--- src/rtl/ftdi_pkg.sv ---
// Shared FTDI FIFO-bus definitions: FSM state encoding and write timing defaults.
// The receive controller imports this package as well.
package ftdi_pkg;

    localparam int unsigned BYTE_W       = 8;
    localparam int unsigned DEPTH_DEF    = 16;
    localparam int unsigned WR_PULSE_DEF = 2;
    localparam int unsigned CNT_W        = 4;

    typedef logic [BYTE_W-1:0] ftdi_byte_t;

    typedef enum logic [1:0] {
        ST_IDLE   = 2'd0,
        ST_SETUP  = 2'd1,
        ST_STROBE = 2'd2,
        ST_HOLD   = 2'd3
    } ftdi_state_e;

endpackage

--- src/rtl/ftdi_tx_ctrl_if.sv ---
// Host-side byte stream plus FTDI write-side pins of the transmit controller.
interface ftdi_tx_ctrl_if
    import ftdi_pkg::*;
#(
    parameter int unsigned DEPTH = DEPTH_DEF
);
    localparam int unsigned LVL_W = $clog2(DEPTH) + 1;

    ftdi_byte_t       din;
    logic             din_valid;
    logic             din_ready;
    logic [LVL_W-1:0] level;
    logic             rd_busy;
    logic             txe;
    logic             wr;
    ftdi_byte_t       dq_out;
    logic             dq_drive;
    logic             busy;

    modport master (
        output din, din_valid, rd_busy, txe,
        input  din_ready, level, wr, dq_out, dq_drive, busy
    );

    modport slave (
        input  din, din_valid, rd_busy, txe,
        output din_ready, level, wr, dq_out, dq_drive, busy
    );

endinterface

--- src/rtl/ftdi_tx_fifo.sv ---
// Single-clock byte FIFO; power-of-two depth so pointers wrap for free.
module ftdi_tx_fifo
    import ftdi_pkg::*;
#(
    parameter  int unsigned DEPTH = DEPTH_DEF,
    localparam int unsigned AW    = $clog2(DEPTH),
    localparam int unsigned LVL_W = AW + 1
) (
    input  logic             clk,
    input  logic             rst,
    input  logic             push_i,
    input  ftdi_byte_t       din_i,
    input  logic             pop_i,
    output ftdi_byte_t       head_c_o,
    output logic             full_o,
    output logic             empty_o,
    output logic [LVL_W-1:0] level_o
);

    ftdi_byte_t       mem_q [DEPTH];
    logic [AW-1:0]    wr_ptr_q, wr_ptr_d;
    logic [AW-1:0]    rd_ptr_q, rd_ptr_d;
    logic [LVL_W-1:0] count_q, count_d;
    logic             full_q, full_d;
    logic             empty_q, empty_d;
    logic             push_ok, pop_ok;

    assign push_ok = push_i & ~full_q;
    assign pop_ok  = pop_i & ~empty_q;

    always_comb begin
        wr_ptr_d = push_ok ? wr_ptr_q + AW'(1) : wr_ptr_q;
        rd_ptr_d = pop_ok  ? rd_ptr_q + AW'(1) : rd_ptr_q;
        count_d  = count_q;
        case ({push_ok, pop_ok})
            2'b10:   count_d = count_q + LVL_W'(1);
            2'b01:   count_d = count_q - LVL_W'(1);
            default: count_d = count_q;
        endcase
        full_d  = (count_d == LVL_W'(DEPTH));
        empty_d = (count_d == '0);
    end

    always_ff @(posedge clk or posedge rst) begin
        if (rst) begin
            wr_ptr_q <= '0;
            rd_ptr_q <= '0;
            count_q  <= '0;
            full_q   <= 1'b0;
            empty_q  <= 1'b1;
        end else begin
            wr_ptr_q <= wr_ptr_d;
            rd_ptr_q <= rd_ptr_d;
            count_q  <= count_d;
            full_q   <= full_d;
            empty_q  <= empty_d;
        end
    end

    // Storage carries no reset; only pointer-covered entries are ever read.
    always_ff @(posedge clk) begin
        if (push_ok) mem_q[wr_ptr_q] <= din_i;
    end

    assign head_c_o = mem_q[rd_ptr_q];
    assign full_o   = full_q;
    assign empty_o  = empty_q;
    assign level_o  = count_q;

endmodule

--- src/rtl/ftdi_tx_ctrl.sv ---
// FTDI FIFO-bus transmit controller: byte FIFO feeding a SETUP/STROBE/HOLD write FSM.
// wr and dq_drive are registered straight from next state so the pins never glitch.
module ftdi_tx_ctrl
    import ftdi_pkg::*;
#(
    parameter int unsigned DEPTH    = DEPTH_DEF,
    parameter int unsigned WR_PULSE = WR_PULSE_DEF
) (
    input logic           clk,
    input logic           rst,
    ftdi_tx_ctrl_if.slave bus
);

    ftdi_state_e      state_q, state_d;
    logic [CNT_W-1:0] cnt_q, cnt_d;
    logic             pop;
    ftdi_byte_t       head;
    logic             full, empty;
    logic             wr_q, wr_d;
    logic             drv_q, drv_d;
    logic             busy_q, busy_d;
    ftdi_byte_t       dq_q, dq_d;

    ftdi_tx_fifo #(.DEPTH(DEPTH)) u_fifo (
        .clk      (clk),
        .rst      (rst),
        .push_i   (bus.din_valid),
        .din_i    (bus.din),
        .pop_i    (pop),
        .head_c_o (head),
        .full_o   (full),
        .empty_o  (empty),
        .level_o  (bus.level)
    );

    always_ff @(posedge clk or posedge rst) begin
        if (rst) begin
            state_q <= ST_IDLE;
            cnt_q   <= '0;
        end else begin
            state_q <= state_d;
            cnt_q   <= cnt_d;
        end
    end

    // txe/rd_busy only matter in IDLE; a started byte always runs to HOLD.
    always_comb begin
        state_d = state_q;
        cnt_d   = cnt_q;
        pop     = 1'b0;
        case (state_q)
            ST_IDLE: begin
                if (!empty && !bus.txe && !bus.rd_busy) begin
                    state_d = ST_SETUP;
                    pop     = 1'b1;
                end
            end
            ST_SETUP: begin
                state_d = ST_STROBE;
                cnt_d   = '0;
            end
            ST_STROBE: begin
                if (cnt_q == CNT_W'(WR_PULSE - 1)) state_d = ST_HOLD;
                else                               cnt_d   = cnt_q + CNT_W'(1);
            end
            ST_HOLD:  state_d = ST_IDLE;
            default:  state_d = ST_IDLE;
        endcase
    end

    always_comb begin
        wr_d   = (state_d != ST_STROBE);
        drv_d  = (state_d != ST_IDLE);
        busy_d = (state_d != ST_IDLE);
        dq_d   = pop ? head : dq_q;
    end

    always_ff @(posedge clk or posedge rst) begin
        if (rst) begin
            wr_q   <= 1'b1;
            drv_q  <= 1'b0;
            busy_q <= 1'b0;
            dq_q   <= '0;
        end else begin
            wr_q   <= wr_d;
            drv_q  <= drv_d;
            busy_q <= busy_d;
            dq_q   <= dq_d;
        end
    end

    assign bus.din_ready = ~full;
    assign bus.wr        = wr_q;
    assign bus.dq_drive  = drv_q;
    assign bus.busy      = busy_q;
    assign bus.dq_out    = dq_q;

endmodule
--- src/flat_wrapper.sv ---
// flat-port wrapper written by rule: the top's interface ports become plain ports
module ftdi_tx_ctrl_flat import ftdi_pkg::*;
#(
    parameter int unsigned DEPTH    = DEPTH_DEF,
    parameter int unsigned WR_PULSE = WR_PULSE_DEF
)
  (clk, rst, bus_din, bus_din_valid, bus_rd_busy, bus_txe, bus_din_ready, bus_level, bus_wr, bus_dq_out, bus_dq_drive, bus_busy);
  ftdi_tx_ctrl_if #(.DEPTH(DEPTH)) bus_i ();
  input logic clk;
  input logic rst;
  input wire logic [$bits(bus_i.din)-1:0] bus_din;
  input wire logic [$bits(bus_i.din_valid)-1:0] bus_din_valid;
  input wire logic [$bits(bus_i.rd_busy)-1:0] bus_rd_busy;
  input wire logic [$bits(bus_i.txe)-1:0] bus_txe;
  output wire logic [$bits(bus_i.din_ready)-1:0] bus_din_ready;
  output wire logic [$bits(bus_i.level)-1:0] bus_level;
  output wire logic [$bits(bus_i.wr)-1:0] bus_wr;
  output wire logic [$bits(bus_i.dq_out)-1:0] bus_dq_out;
  output wire logic [$bits(bus_i.dq_drive)-1:0] bus_dq_drive;
  output wire logic [$bits(bus_i.busy)-1:0] bus_busy;
  assign bus_i.din = bus_din;
  assign bus_i.din_valid = bus_din_valid;
  assign bus_i.rd_busy = bus_rd_busy;
  assign bus_i.txe = bus_txe;
  assign bus_din_ready = bus_i.din_ready;
  assign bus_level = bus_i.level;
  assign bus_wr = bus_i.wr;
  assign bus_dq_out = bus_i.dq_out;
  assign bus_dq_drive = bus_i.dq_drive;
  assign bus_busy = bus_i.busy;
  ftdi_tx_ctrl #(.DEPTH(DEPTH), .WR_PULSE(WR_PULSE)) u_core (.clk(clk), .rst(rst), .bus(bus_i));
endmodule
--- config.mk ---
export PLATFORM = sky130hd
export DESIGN_NAME = ftdi_tx_ctrl_flat
export DESIGN_NICKNAME = d
export VERILOG_FILES = /design/src/rtl/ftdi_pkg.sv /design/src/rtl/ftdi_tx_ctrl_if.sv /design/src/rtl/ftdi_tx_fifo.sv /design/src/rtl/ftdi_tx_ctrl.sv /design/src/flat_wrapper.sv
export SDC_FILE = /design/constraint.sdc
export NUM_CORES = 1
export LEC_CHECK = 0
export ABC_AREA = 1
export BUFFER_PORTS_ARGS = -buffer_cell sky130_fd_sc_hd__buf_2
export CORE_UTILIZATION = 61
export DETAILED_ROUTE_END_ITERATION = 10
export GPL_TIMING_DRIVEN = 0
export PLACE_DENSITY_LB_ADDON = 0.25
export SETUP_SLACK_MARGIN = 0.4
export SKIP_CTS_REPAIR_TIMING = 1
export SLEW_MARGIN = 20
export SYNTH_ARGS = -nofsm -noshare
export SYNTH_HDL_FRONTEND = slang
export SYNTH_SLANG_ARGS = --single-unit
export TNS_END_PERCENT = 20
--- constraint.sdc ---
create_clock -name clk -period 2.6 [get_ports clk]
set_input_delay 0.39 -clock clk [delete_from_list [all_inputs] [get_ports clk]]
set_output_delay 0.39 -clock clk [all_outputs]
set_load 0.005 [all_outputs]
==> parameters.txt, run 1 <==
Parameter                              Value

Status
  Outcome    finished clean

Synth
  Register bit total from synthesis    about 160
  Mean instance size in the synthesized netlist    just over 10 um^2
  Fraction of registers with async set/reset    between 10% and 20%
  Largest family of logic cells by synthesized area    simple AND/OR/NAND/NOR gates
  Syn. warnings    0
  Count of distinct cell types in the synthesized netlist    28
  Number of enable flip-flop cells after synthesis    128
  Area of the mapped netlist    7090 um^2
  Share of synthesized area spent on multiplexers    0%
  Library cell occupying the most area in the post-synthesis netlist    edfxtp_1
  Cell with the most instances after synthesis    nand2_1
  Adder-cell area share of the yosys netlist    2.93%
  Post-Synth Simple-Gate Area    a little over a fifth
  Count of mapped cells out of synthesis    approximately 700
  Main area contributors after synthesis    edfxtp_1 (54%), nand2_1 (12%), dfrtp_1 (10%), nand3_1 (7.2%), inv_1 (5.8%)
  Fraction of synthesized cell area taken by the top area cell type    between 50% and 60%
  Leading register cell type out of synthesis    edfxtp_1
  Portion of the post-synthesis area used by sequential elements    about two thirds
  Synthesized-area fraction occupied by ao, oa, aoi and oai cells    between 1 and 1.5%
  Share of the synthesized netlist area taken by xor and xnor gates    about 1.1%
  Nets in the synthesized netlist    730
  Commonest cells post-synth    nand2_1 (226), edfxtp_1 (128), inv_1 (110)

CTS
  Cell chosen for the clock root    clkbuf_16
  Clock Latency Late Sink    about 0.43 ns
  Clock-pin slew reported for the worst setup and hold paths after clock tree synthesis    0.06 ns
  CTS tree    done
  Clock buffer depth    2
  Number of sinks driven by the clock tree    159
  Cts bufs inserted    17
  CTS HTree Levels    4

STA
  Final Hold Vio Count    0
  Final setup viols    0
  Final critical-path share of the clock period    a little over four fifths
  Setup repair after global routing missed its margin    true
  Least-Margin Pin Slew    about 0.83 ns
  Max Clock Freq    0.461 GHz
  Final Max Tran Viols    0
  Worst slew margin relative to its limit    around 44%
  Post-route clock skew    ~0.0063 ns
  Final TNS setup    0 ns
  Final period demand of the worst path    2.17 ns

GRT
  Vias in the first global route    just under 5000
  Wire length of the first global-routing pass    approximately 25 mm
  Initial antenna violation count    0
  GRT Overall Usage    between 20% and 30%
  Overflow after GRT    0
  Largest net degree at the start of global routing    32

Setup path
  Worst setup path class    reg -> reg
  Cell-by-cell trace of the critical path    inv_2 > ha_4 > nand2_4 > inv_4 > buf_8 > ha_4 > fa_2 > o21ai_2 > nand2_1 > nor2_2 > nand3_2 > a21oi_2
  Critical path fanouts, max    5
  Critical path data arrival time    ~2.5 ns
  Type of element launching the critical path    register
  Critical Path Max Stage Delay    between 0.4 and 0.5 ns
  Cell with the largest stage delay on the worst path    fa_2
  Required time at the endpoint of the critical path    2.96 ns
  Most used cell along the critical path    ha_4
  Kind of end point of the critical path    register

Placed design
  Post-DP HPWL    11.1 mm
  Final Wtd Congestion    just under 0.9
  Number of input and output port buffers inserted    29

Floorplan
  Standard cell core area    between 10000 and 15000 um^2
  Die X-Extent    roughly 110 um
  Die footprint    12100 um^2
  FP Rows    38
  Boundary Pins    30
  Initial cell density of the core    64.0%
  Die H    around 110 um

Route
  Via Count    5019
  Number of nets with antenna violations after routing    0
  DRC violations left    0
  DR iter-0 viols    between 500 and 600
  Average wire per standard cell    between 15 and 20 um
  Via density per instance    around 5.5
  Final wirelength    between 15 and 20 mm
  Number of detailed-route iterations in the first pass    5

Power
  Highest ir drop seen on vdd    roughly 0.74 mV
  Leak pwr    3.72 nW
  Total power divided by cell area    approximately 1100 nW/um^2

Layout
  Total inserted antenna cells    0
  Net count reported at finish    787
  Filler Cells Inserted    759
  Share of cells above drive strength 1    15.3%
  Area growth from synthesis to final layout    14.8%
  Final Util    73.4%

Run
  Max-capacitance violation count    0

Hold path
  Type of the tightest min-delay check    in -> async
[layout by cell type (no fill, tap or decap)]
cell       count
nand2_1      225
edfxtp_1     128
inv_1        107
nand3_1      102
buf_2         45
dfrtp_1       29
nor2_1        19
buf_4         17
clkbuf_16     17
inv_2         13
ha_1          13
xor2_1         7
clkbuf_1       6
a21oi_1        4
nor2_2         3
clkbuf_8       3
bufinv_16      3
clkinv_2       3
o21ai_1        2
o21ai_0        2
xnor2_1        2
a21oi_2        2
nand4_1        2
ha_4           2
dfstp_2        2
nor3_4         1
nand2_4        1
inv_4          1
buf_8          1
buf_1          1
o21ai_4        1
or2_1          1
o21ai_2        1
a211o_1        1
nand3_2        1
o22ai_1        1
fa_2           1
clkinv_1       1
[cells by family (layout without fill, tap and decap cells)]
| family | after synthesis | count (layout) |
|---|---|---|
| AND/OR/NAND/NOR | 355 | 355 |
| flip-flops | 159 | 159 |
| buffers and inverters | 148 | 218 |
| adder cells (fa/ha/maj) | 16 | 16 |
| AO/OA/AOI/OAI | 14 | 14 |
| XOR/XNOR | 9 | 9 |
[metrics by stage]
step / instances / setup WS (ns) / hold slack [ns] / power, mW / instance area (um^2)
2_1_floorplan: 701 / 0.411 / 0.472 / 5.55 / 7100
3_3_place_gp: 870 / 0.0591 / 0.461 / 6.44 / 7420
3_5_place_dp: 870 / 0.00582 / 0.460 / 6.57 / 7420
4_1_cts: 902 / 0.0624 / 0.0891 / 9.07 / 8010
5_1_grt: 911 / 0.329 / 0.121 / 9.73 / 8140
6_report: 911 / 0.429 / 0.0717 / 9.25 / 8140
[area by class of cell]
class,count,area (um^2),share of cell area [%]
Buffer,27,163,2.00
Clock buffer,25,485,5.97
Clock inverter,7,109,1.34
Inverter,121,457,5.61
Multi-Input combinational cell,394,1910,23.5
Sequential cell,159,4620,56.8
Tap cell,140,175,2.15
Timing Repair Buffer,38,213,2.61
[critical path: cells and delay by family (launching register included)]
| kind | cells | cell delay [ns] |
|---|---|---|
| compound gates | 2 | 0.28 |
| fa+ha+maj | 3 | 0.74 |
| buf+inv | 3 | 0.27 |
| flops | 1 | 0.40 |
| simple gates | 4 | 0.40 |
[per-layer routing]
layer	vias up	part of all wire [%]	track usage [%]	routed length, um
met5	-	0	0	0
met2	233	50	49.1	8190
met3	54	8.5	8.48	1390
li1	2364	-	-	-
met1	2368	38	36.3	6260
met4	0	3.2	12.9	531
[power breakdown]
| part | switching [mW] | internal (mW) | total (mW) |
|---|---|---|---|
| sequential | 0.213 | 3.20 | 3.41 |
| clock | 0.918 | 1.58 | 2.50 |
| combinational | 2.23 | 1.12 | 3.34 |
[worst paths after layout]
path / depth (start not counted) / endpoint / slack (ns) / from
max reg2reg: 12 / u_core.u_fifo.full_o$_DFF_PP0_ / 0.43 / u_core.state_q[1]$_DFF_PP0_
max: 12 / u_core.u_fifo.full_o$_DFF_PP0_ / 0.43 / u_core.state_q[1]$_DFF_PP0_
max in group asynchronous: 2 / u_core.bus.dq_out[1]$_DFFE_PP0N_ / 2.08 / rst
min: 2 / u_core.u_fifo.level_o[4]$_DFF_PP0_ / 0.07 / rst
min in group clk: 1 / u_core.u_fifo.mem_q[14][3]$_DFFE_PP_ / 0.35 / bus_din[3]
min reg2reg: 2 / u_core.bus.dq_out[3]$_DFFE_PP0N_ / 0.47 / u_core.bus.dq_out[3]$_DFFE_PP0N_
[registers in the layout (all words and copies together) (netlist names)]
register and flops:
u_core.cnt_q 4, u_core.bus.dq_drive 1, u_core.state_q 2, u_core.u_fifo.mem_q 128, u_core.u_fifo.full_o 1, u_core.u_fifo.level_o 5, u_core.u_fifo.rd_ptr_q 4, u_core.u_fifo.wr_ptr_q 4
u_core.u_fifo.empty_o 1, u_core.bus.wr 1, u_core.bus.dq_out 8
Power figures use the tool's default switching activity.
==> run 2: changes to the inputs <==
clock period = 2.2 ns   (was 2.6 ns; I/O delays follow)
==> run 2 against run 1 <==
  * The flow now finishes with violations (negative setup slack)
  * Setup slack got worse by 0.45 ns
  * First-iteration DRC count is 15% lower
  * Critical endpoint unchanged
  * Critical path depth did not move
  * Critical path type unchanged
  * Fmax fell by 2.4%
==> parameters.txt, run 2 (synthesized netlist as in run 1, its figures left out) <==
Parameter                              Value

Status
  Outcome    finished with violations
  Failing checks    negative setup slack

STA
  Post-route clock skew    0.00872 ns (+0.00243 ns)
  Final critical-path share of the clock period    101% (+18 points)
  Setup repair after global routing missed its margin    true
  Least-Margin Pin Slew    0.661 ns (-0.168 ns)
  Final setup viols    1 (+1)
  Final Hold Vio Count    0 (unchanged)
  Worst slew margin relative to its limit    55.8% (+11 points)
  Max Clock Freq    0.449 GHz (-2.4%)
  Final Max Tran Viols    0 (unchanged)
  Crit path setup slack, layout    -0.0249 ns (-0.454 ns)
  Final period demand of the worst path    2.22 ns (+0.0539 ns)

Setup path
  Type of element launching the critical path    register
  Critical path fanouts, max    8 (+3)
  Critical path data arrival time    2.57 ns (+0.04 ns)
  Kind of end point of the critical path    register
  Worst setup path class    reg -> reg
  Required time at the endpoint of the critical path    2.55 ns (-0.41 ns)

Power
  Tot Pwr    11.2 mW (+21%)
  Combinational share of power    38.1% (+2.0 points)
  Leak pwr    3.70 nW (-0.39%)
  Internal power    6.91 mW (+17%)
  Share of total power in sequential cells    36.1% (-0.8 points)
  Relative contribution of the clock network to total power    25.8% (-1.2 points)
  Switching share of total power    38.1% (+1.9 points)
  Switching component of the power    4.26 mW (+27%)
  Total power divided by cell area    1350 nW/um^2 (+19%)
  Highest ir drop seen on vdd    0.920 mV (+24%)

Placed design
  Post-DP HPWL    11.2 mm (+0.65%)
  Placed instance area    7460 um^2 (+0.57%)
  DP Worst Slack    -0.145 ns (-0.151 ns)
  Final Wtd Congestion    0.901 (+1.3%)
  Number of input and output port buffers inserted    29 (unchanged)

GRT
  Overflow after GRT    0 (unchanged)
  Wire length of the first global-routing pass    25.6 mm (+3.0%)
  GRT Overall Usage    30.5% (+0.89 points)
  Vias in the first global route    4781 (-2.1%)
  Met3 Resource Use GR    6.52% (-2.0 points)
  Largest net degree at the start of global routing    32 (unchanged)
  Met2 usage in global routing    48.3% (-0.85 points)
  Met1 usage    42.2% (+5.9 points)
  Initial antenna violation count    0 (unchanged)
  Most used routing layer    met2

CTS
  Clock-pin slew reported for the worst setup and hold paths after clock tree synthesis    0.06 ns (about the same)
  Number of sinks driven by the clock tree    159 (unchanged)
  Cell chosen for the clock root    clkbuf_16
  Clock buffer depth    2 (unchanged)
  Cts bufs inserted    17 (unchanged)
  CTS tree    done
  CTS HTree Levels    4 (unchanged)
  Clock Latency Late Sink    0.43 ns (about the same)

Layout
  Share of cells above drive strength 1    18.3% (+3.0 points)
  Top library cells by usage in the layout, fill and taps aside    nand2_1 (221), edfxtp_1 (128), inv_1 (107)
  Net count reported at finish    787 (unchanged)
  Total inserted antenna cells    0 (unchanged)
  Final cell area excluding filler cells    8290 um^2 (+1.8%)
  Area growth from synthesis to final layout    16.9%
  Flip-flop count of the largest register after layout    128 (unchanged)
  Biggest register    u_core.u_fifo.mem_q
  Most common cell after layout, fill and taps aside    nand2_1

Route
  Number of nets with antenna violations after routing    0 (unchanged)
  Via Count    5003 (-0.32%)
  Average wire per standard cell    18.9 um (+5.1%)
  Via density per instance    5.50 (-0.21%)
  DR iter-0 viols    477 (-15%)
  DRC violations left    0 (unchanged)
  Number of detailed-route iterations in the first pass    7 (+2)
  Final wirelength    17.2 mm (+5.0%)

Floorplan
  Die H    110 um (unchanged)
  Standard cell core area    11100 um^2 (unchanged)
  Boundary Pins    30 (unchanged)
  Die X-Extent    110 um (unchanged)
  FP Rows    38 (unchanged)
  Die footprint    12100 um^2 (unchanged)
  Initial cell density of the core    64.0% (unchanged)

Hold path
  Type of the tightest min-delay check    in -> async

Run
  Max-capacitance violation count    0 (unchanged)
==> run 2: cell count changes in the layout (fill, tap and decap cells not counted), moves of 4 or more <==
cell      change
clkbuf_1      -4
nand2_1       -4
nand2_2       +4
nor2_1       -16
nor2_4       +15
==> run 2: cell type report <==
| cell class | count | area, um^2 |
|---|---|---|
| inverters | 121 | 457 |
| well taps | 140 | 175 |
| fillers | 768 | 2790 |
| clock buffers | 18 | 429 |
| multi-input cells | 394 | 2060 |
| clock inverters | 13 | 148 |
| flip-flops and latches | 159 | 4620 |
| repair buffers | 38 | 225 |
| plain buffers | 27 | 171 |
==> run 2: power groups by stage <==
stage	registers [mW]	clock network, mW	logic [mW]
6_report	4.03	2.88	4.25
5_1_grt	4.08	3.01	4.66
4_1_cts	4.02	2.88	3.88
2_1_floorplan	4.04	0	2.58
3_3_place_gp	4.06	0	3.72
3_5_place_dp	4.08	0	3.83
==> run 2: metrics by stage <==
step | hold WS (ns) | setup TNS [ns] | util [%] | cells
global route | 0.0490 | -0.163 | 74.8 | 910
global placement | 0.461 | -0.268 | 67.3 | 870
CTS | 0.0247 | -0.207 | 72.6 | 901
finish | 0.00348 | -0.0249 | 74.8 | 910
floorplan | 0.429 | 0 | - | 701
detailed placement | 0.465 | -0.281 | 67.3 | 870
==> run 2: final timing paths <==
check,from,endpoint,slack (ns),cells past startpoint
worst min register to register,u_core.bus.dq_out[4]$_DFFE_PP0N_,u_core.bus.dq_out[4]$_DFFE_PP0N_,0.48,2
min in group clk,bus_txe,u_core.u_fifo.rd_ptr_q[0]$_DFFE_PP0P_,0.28,4
worst min-delay path,rst,u_core.bus.dq_out[4]$_DFFE_PP0N_,0.003,2
worst max-delay path,u_core.state_q[0]$_DFF_PP0_,u_core.u_fifo.full_o$_DFF_PP0_,-0.02,12
max in group asynchronous,rst,u_core.cnt_q[3]$_DFFE_PP0P_,1.77,2
worst max register to register,u_core.state_q[0]$_DFF_PP0_,u_core.u_fifo.full_o$_DFF_PP0_,-0.02,12
==> run 2: worst max-delay path: stages, from the launching register on <==
cell     delay [ns]
dfrtp_1        0.40
inv_2          0.11
ha_4           0.17
nand2_8        0.08
inv_4          0.08
buf_8          0.10
ha_4           0.16
fa_2           0.45
o21ai_2        0.14
nand2_1        0.08
nor2_2         0.11
nand3_2        0.12
a21oi_2        0.14
==> run 2: per-layer routing <==
layer	up-vias	share of wire, %
met3	33	7.9
met5	-	0
met4	0	2.5
li1	2367	-
met1	2400	40
met2	203	49
==> run 3: changes to the inputs <==
CORE_MARGIN = 5   (was default)
PLACE_DENSITY = 0.86   (was default)
PLACE_DENSITY_LB_ADDON = default   (was 0.25)
==> run 3 against run 2 <==
  * The flow now finishes without violations
  * Hold slack improved by 0.0013 ns
  * Die area rose by 15%
  * Final area rose by 0.72%
==> parameters.txt, run 3 (synthesized netlist as in run 1, its figures left out) <==
Parameter                              Value

Layout
  Area growth from synthesis to final layout    17.8%
  Area taken by flip-flops and latches    4620 um^2 (unchanged)
  Final standard cell count with taps included and fillers excluded    918 (+0.88%)
  Area of combinational cells with multiple inputs    2080 um^2 (+0.79%)
  Total inserted antenna cells    0 (unchanged)
  Flip-flop count of the largest register after layout    128 (unchanged)
  Final cell area excluding filler cells    8350 um^2 (+0.72%)
  Top library cells by usage in the layout, fill and taps aside    nand2_1 (223), edfxtp_1 (128), inv_1 (106)
  Net count reported at finish    791 (+0.51%)
  Filler Cells Inserted    748 (-2.6%)
  Final Util    73.1% (-1.7 points)
  Share of cells above drive strength 1    19.6% (+1.3 points)
  Biggest register    u_core.u_fifo.mem_q
  Most common cell after layout, fill and taps aside    nand2_1

Route
  DRC violations left    0 (unchanged)
  Final wirelength    18.2 mm (+6.1%)
  Number of nets with antenna violations after routing    0 (unchanged)
  Via Count    5170 (+3.3%)
  DR iter-0 viols    649 (+36%)
  Via density per instance    5.63 (+2.4%)
  Average wire per standard cell    19.9 um (+5.2%)
  Number of detailed-route iterations in the first pass    5 (-2)

Setup path
  Kind of end point of the critical path    register
  Critical path fanouts, max    5 (-3)
  Cell type group with the largest total delay on the critical path    simple AND/OR/NAND/NOR gates
  Critical Path Max Stage Delay    0.45 ns (about the same)
  Required time at the endpoint of the critical path    2.56 ns (about the same)
  Crit path buffers/inverters    2 (-1)
  Cell with the largest stage delay on the worst path    fa_2
  Type of element launching the critical path    register
  Cell-by-cell trace of the critical path    nor3_4 > nand2_8 > inv_6 > buf_8 > ha_4 > fa_2 > o21ai_2 > nand2_1 > nor2_2 > nand3_2 > a21oi_2
  Critical path data arrival time    2.54 ns (-0.03 ns)
  Worst setup path class    reg -> reg

Floorplan
  Die X-Extent    118 um (+7.3%)
  Boundary Pins    30 (unchanged)
  Die H    118 um (+7.3%)
  Standard cell core area    11400 um^2 (+3.1%)
  Die footprint    13900 um^2 (+15%)
  Initial cell density of the core    62.1% (-1.9 points)
  FP Rows    39 (+2.6%)

GRT
  GRT Overall Usage    24.8% (-5.7 points)
  Largest net degree at the start of global routing    32 (unchanged)
  Wire length of the first global-routing pass    26.2 mm (+2.2%)
  Overflow after GRT    0 (unchanged)
  Vias in the first global route    4923 (+3.0%)
  Initial antenna violation count    0 (unchanged)

CTS
  Clock buffer depth    2 (unchanged)
  Number of sinks driven by the clock tree    159 (unchanged)
  CTS HTree Levels    4 (unchanged)
  Clock Latency Late Sink    0.44 ns (about the same)
  Cell chosen for the clock root    clkbuf_16
  CTS tree    done
  Cts bufs inserted    17 (unchanged)
  Clock-pin slew reported for the worst setup and hold paths after clock tree synthesis    0.06 ns (about the same)

Placed design
  Final Wtd Congestion    0.938 (+4.1%)
  Cell total after placement    873 (+0.34%)
  Post-DP HPWL    11.3 mm (+0.67%)
  DP Worst Slack    -0.143 ns (+0.00250 ns)
  Number of input and output port buffers inserted    29 (unchanged)
  Placed instance area    7460 um^2 (about the same)

Power
  Highest ir drop seen on vdd    0.933 mV (+1.4%)
  Tot Pwr    11.3 mW (+1.5%)
  Total power divided by cell area    1360 nW/um^2 (+0.80%)
  Leak pwr    3.74 nW (+0.93%)

STA
  Final critical-path share of the clock period    99.0% (-2.1 points)
  Worst slew margin relative to its limit    54.6% (-1.2 points)
  Least-Margin Pin Slew    0.680 ns (+0.0182 ns)
  Final period demand of the worst path    2.18 ns (-0.0466 ns)
  Final Hold Vio Count    0 (unchanged)
  Final Max Tran Viols    0 (unchanged)
  Crit path setup slack, layout    0.0218 ns (+0.0466 ns)
  Setup repair after global routing missed its margin    true
  Final setup viols    0 (-1)
  Post-route clock skew    0.0108 ns (+0.00206 ns)
  Max Clock Freq    0.459 GHz (+2.1%)

Run
  Max-capacitance violation count    0 (unchanged)

Status
  Outcome    finished clean

Hold path
  Type of the tightest min-delay check    in -> async
==> run 3: stage by stage <==
step                hold slack [ns]  setup TNS, ns
floorplan                     0.429              0
global placement              0.463         -0.182
detailed placement            0.459         -0.285
CTS                          0.0188         -0.245
global route                 0.0626         -0.189
finish                      0.00473              0
==> run 3: worst paths after layout <==
kind                                                  start  slack, ns  cells past startpoint                                    end
min reg2reg                u_core.bus.dq_out[6]$_DFFE_PP0N_       0.48                      2       u_core.bus.dq_out[6]$_DFFE_PP0N_
max in group asynchronous                               rst       1.76                      2  u_core.u_fifo.rd_ptr_q[3]$_DFFE_PP0P_
max reg2reg                 u_core.u_fifo.empty_o$_DFF_PP1_       0.02                     11         u_core.u_fifo.full_o$_DFF_PP0_
min in group clk                                 bus_din[3]       0.32                      1   u_core.u_fifo.mem_q[13][3]$_DFFE_PP_
max                         u_core.u_fifo.empty_o$_DFF_PP1_       0.02                     11         u_core.u_fifo.full_o$_DFF_PP0_
min                                                     rst      0.005                      2  u_core.u_fifo.wr_ptr_q[1]$_DFFE_PP0P_
==> run 3: routing by layer <==
layer / global-route usage [%] / share of wire, % / wire [um] / up-vias
met2: 40.6 / 50 / 9040 / 286
met3: 4.76 / 9.3 / 1700 / 77
li1: - / - / - / 2371
met5: 0 / 0 / 0 / -
met1: 32.2 / 37 / 6760 / 2436
met4: 11.2 / 4.0 / 732 / 0
==> run 3: report_power, final <==
group | internal (mW) | switching [mW]
registers | 3.77 | 0.260
logic | 1.44 | 2.96
clock network | 1.66 | 1.25
==> run 3: final cells by class <==
class	instances	area share, %
timing repair buffer	42	2.91
clock buffer	20	6.00
tap	143	2.14
clock inverter	12	1.12
buffer	27	2.08
sequential	159	55.4
multi-input combinational	394	24.9
inverter	121	5.50
